[config.mk]
export PLATFORM = sky130hd
export DESIGN_NAME = b11_symbol_feeder
export DESIGN_NICKNAME = d
export VERILOG_FILES = /design/src/rtl/b11_symbol_feeder.sv
export SDC_FILE = /design/constraint.sdc
export NUM_CORES = 1
export LEC_CHECK = 0
export ABC_AREA = 1
export CAP_MARGIN = 20
export CORE_ASPECT_RATIO = 0.5
export CORE_MARGIN = 8
export CORE_UTILIZATION = 50
export CTS_CLUSTER_DIAMETER = 60
export DETAILED_ROUTE_END_ITERATION = 6
export GPL_TIMING_DRIVEN = 0
export PLACE_DENSITY = 0.77
export SYNTH_ARGS = -nofsm -noshare
export SYNTH_HDL_FRONTEND = slang
export SYNTH_SLANG_ARGS = --single-unit
[constraint.sdc]
create_clock -name clock -period 3.25 [get_ports clock]
set_input_delay 0.8125 -clock clock [delete_from_list [all_inputs] [get_ports clock]]
set_output_delay 0.8125 -clock clock [all_outputs]
set_load 0.01 [all_outputs]
[src/rtl/b11_symbol_feeder.sv]
// b11 symbol feeder: buffers 6-bit symbols in a small FIFO and paces commits to b11.
// state  | meaning
// IDLE   | waiting for a queued symbol with hold released
// STROBE | stbi low for this one cycle, x_in carries the committed symbol
// GAP    | stbi high, gap down-counter enforcing SPACING before the next commit
module b11_symbol_feeder #(
    parameter int DEPTH   = 4,
    parameter int SPACING = 16,
    parameter int CW      = 5
) (
    input  logic                   clock,
    input  logic                   reset,
    input  logic [5:0]             din,
    input  logic                   din_valid,
    output logic                   din_ready,
    input  logic                   hold,
    output logic [5:0]             x_in,
    output logic                   stbi,
    output logic [$clog2(DEPTH):0] level,
    output logic                   busy
);
    localparam int AW = $clog2(DEPTH);
    localparam int LW = AW + 1;

    typedef enum logic [1:0] {
        IDLE   = 2'd0,
        STROBE = 2'd1,
        GAP    = 2'd2
    } state_t;

    state_t        state;
    state_t        state_next;
    logic [CW-1:0] gap;
    logic [CW-1:0] gap_next;
    logic [5:0]    x_next;
    logic          stbi_next;
    logic [5:0]    mem [DEPTH];
    logic [AW-1:0] wr_ptr;
    logic [AW-1:0] rd_ptr;
    logic          push;
    logic          pop;

    // Readiness looks only at the registered level, so a full FIFO refuses even on a pop cycle.
    assign din_ready = (level != LW'(DEPTH));
    assign push      = din_valid & din_ready;
    assign busy      = (level != '0) || (state != IDLE);

    always_comb begin
        state_next = state;
        gap_next   = gap;
        x_next     = x_in;
        stbi_next  = 1'b1;
        pop        = 1'b0;
        case (state)
            IDLE: begin
                if ((level != '0) && !hold) begin
                    state_next = STROBE;
                    x_next     = mem[rd_ptr];
                    stbi_next  = 1'b0;
                    pop        = 1'b1;
                end
            end
            STROBE: begin
                state_next = GAP;
                gap_next   = CW'(SPACING);
            end
            GAP: begin
                if (gap == CW'(1)) begin
                    state_next = IDLE;
                end else begin
                    gap_next = gap - 1'b1;
                end
            end
            default: begin
                state_next = GAP;
                gap_next   = CW'(SPACING);
            end
        endcase
    end

    always_ff @(posedge clock) begin
        if (reset) begin
            state  <= GAP;
            gap    <= CW'(SPACING);
            x_in   <= '0;
            stbi   <= 1'b1;
            level  <= '0;
            wr_ptr <= '0;
            rd_ptr <= '0;
        end else begin
            state <= state_next;
            gap   <= gap_next;
            x_in  <= x_next;
            stbi  <= stbi_next;
            if (push) begin
                wr_ptr <= wr_ptr + 1'b1;
            end
            if (pop) begin
                rd_ptr <= rd_ptr + 1'b1;
            end
            case ({push, pop})
                2'b10:   level <= level + 1'b1;
                2'b01:   level <= level - 1'b1;
                default: ;
            endcase
        end
    end

    always_ff @(posedge clock) begin
        if (push && !reset) begin
            mem[wr_ptr] <= din;
        end
    end
endmodule

==> results by group <==
Outcome
  – Status: finished clean

GRT
  – Global-route wire length before repair: 6120 um
  – Initial antenna violation count: 0
  – Largest net degree at the start of global routing: 15
  – Vias in the first global route: 1,387
  – Grt total ovfl: 0
  – Overall routing resource usage: 0.125

Clocking
  – CTS tree: done
  – CTS H-Tree Depth: 2
  – Clock Path Buffers: 2
  – Cts bufs inserted: 5
  – Post_cts resized: 0
  – Root Driver: clkbuf_8
  – Clk sink count: 45
  – Post-CTS Hold Fix Bufs: 0
  – CTS clock-pin slew for the worst setup and hold paths: 80 ps
  – Worst skew pair latency: 300 ps
  – Setup repair bufs after CTS: 0

Critical path
  – WP data required: 2440 ps
  – R2r worst-path depth: 11
  – Arrival time worst endpoint: 1710 ps
  – CP top delay family: buffers and inverters
  – Critical path class: reg2out
  – Crit-path slowest cell: clkdlybuf4s50_1
  – R2r startpoint: level[0]
  – Crit. Startpoint: level[0]
  – Setup crit end kind: output port
  – Worst Path Max Fanout: 4
  – Critical Path Stages: 4
  – Critical Path Max Stage Delay: 480 ps
  – Crit-path cells: inv_2 -> nand3_1 -> or2_2 -> clkdlybuf4s50_1
  – Startpoint types: flop
  – Buffers plus inverters on the worst setup path: 2

Job
  – Maxcap violations: 0

STA
  – RSZ-0062 raised after global routing: no
  – Fin Setup TNS: 0 ps
  – Hold Slack: 494 ps
  – Tightest Pin Transition: 630 ps
  – Final worst-path cycle share: 0.776
  – Slew margin rel.: 0.579
  – Final worst path period need: 2520 ps
  – Setup Viol. Count Final: 0
  – Final WS setup: 727 ps
  – Clock skew: 7.32 ps
  – Fmax: 0.396 GHz
  – Final Hold Viols: 0
  – Max Slew Vio Count: 0

Die
  – I/O pins: 22
  – Core ar.: 3820 um2
  – Rows: 16
  – Initial Utilization: 0.512
  – Total die area: 6290 um2
  – Die Y: 60.2 um
  – Die X: 104 um

Synthesis
  – Largest family of logic cells by synthesized area: simple AND/OR/NAND/NOR gates
  – Syn_area_per_cell: 9.50 um2
  – Synth Area in Compound Gates: 0.0895
  – Synth warn: 0
  – Simple-gate share of the synthesized area: 0.187
  – Post-synthesis adder-cell area fraction: 0.0550
  – Post-synthesis mux area share: 0
  – Seq/Total Area, Yosys: 0.583
  – Synthesized net count: 224
  – Fraction of registers with async set/reset: 0
  – Gate count of the mapped netlist: 206
  – Ys flop type: edfxtp_1
  – Xor and xnor area share after synthesis: 0.0134
  – Yosys reg bits: 45
  – Number of enable flip-flop cells after synthesis: 24
  – Yosys cell types: 23
  – Mapped cell area: 1960 um2

Finish
  – Fin area: 2350 um2
  – Most common cell after layout, fill and taps aside: nor2_1
  – Non-Filler Instances: 289
  – Final Net Count: 252
  – Area grow syn2layout: 19.9%
  – Core Util, Final: 0.614
  – Layout cells sized above 1: 0.106
  – Antenna Cells: 0
  – Most frequent cells in the layout: 47 x nor2_1, 24 x edfxtp_1, 21 x nand2_1, 21 x dfxtp_1, 21 x clkdlybuf4s50_1
  – Fillers: 304

Placed design
  – DP Wirelength: 2600 um
  – Placer's final routability congestion estimate: 0.820
  – Dpl cells: 281
  – DP Area: 2230 um2
  – Pre-CTS setup slack: 505 ps
  – IO buf count: 21

Route
  – DRT Pass-1 Iters: 4
  – Iteration-0 DRC Markers: 72
  – Detailed-route DRC error count: 0
  – Antenna-violating nets left: 0
  – Via density: 4.89
  – Routed wire length: 3570 um
  – Vias: 1,412
  – Avg WL per Cell: 12.4 um

Hold path
  – Hold path cells: 2
  – Worst min-delay path class: reg2reg
  – HP Start: gap[1]

Power and ir drop
  – Leakage power total: 0.942 nW
  – Max VDD drop: 200 uV
  – Power Density: 556 nW/um2
  – Pwr Total: 1.30 mW
==> cells by family (layout without fill, tap and decap cells) <==
kind of cell | after synthesis | in the layout
xor gates and xnor gates | 3 | 3
DFF | 45 | 45
AOI/OAI and AO/OA | 35 | 35
buffers and inverters | 30 | 59
and+or+nand+nor | 85 | 85
adders and majority gates | 8 | 8
==> tightest hold or removal path: cells and delay by family, from the launching register on <==
family	cells	cell delay, ps
DFF	1	330
and+or+nand+nor	1	70
AOI/OAI and AO/OA	1	60
==> synth_stat cells, types with 2 or more instances <==
master	number	area, um2
nor2_1	47	176
edfxtp_1	24	721
dfxtp_1	21	420
nand2_1	21	78.8
o21ai_1	19	95.1
inv_1	17	63.8
a21oi_1	11	55.1
nand3_1	11	55.1
inv_2	8	30.0
ha_1	7	87.6
o21ai_0	5	25.0
buf_6	2	22.5
nand2_2	2	12.5
xor2_1	2	17.5
==> path summary, 6_finish.rpt <==
kind	endpoint	slack (ps)
max	busy	730
min	gap[1]	490
max reg2reg	level[2]	1280
min reg2reg	gap[1]	490
==> power breakdown <==
part | switching [mW] | total [mW] | internal, mW
clock network | 0.184 | 0.415 | 0.231
logic | 0.123 | 0.217 | 0.0933
registers | 0.0320 | 0.672 | 0.640
total | 0.339 | 1.30 | 0.964
==> final cells by class <==
type                    count  area, um2  area share
repair buffers             21        210      0.0896
plain buffers               4       37.5      0.0160
clock inverters             2       38.8      0.0165
clock buffers               6       72.6      0.0309
inverters                  26        103      0.0437
flip-flops and latches     45       1140       0.486
multi-input cells         131        676       0.288
well taps                  54       67.6      0.0288
==> sequential cells by signal, summed over array words and instances (netlist names) <==
| signal | count |
|---|---|
| mem | 24 |
| x_in | 6 |
| gap | 5 |
| level | 3 |
| rd_ptr | 2 |
| state | 2 |
| wr_ptr | 2 |
| stbi | 1 |
==> per-layer routing <==
metal | up-vias | track usage | part of all wire
met3 | 7 | 0.0333 | 0.033
met2 | 27 | 0.222 | 0.48
met1 | 650 | 0.137 | 0.47
li1 | 728 | - | -
met5 | - | 0 | 0
met4 | 0 | 0.0672 | 0.015
(Power assumes the default switching activity.)
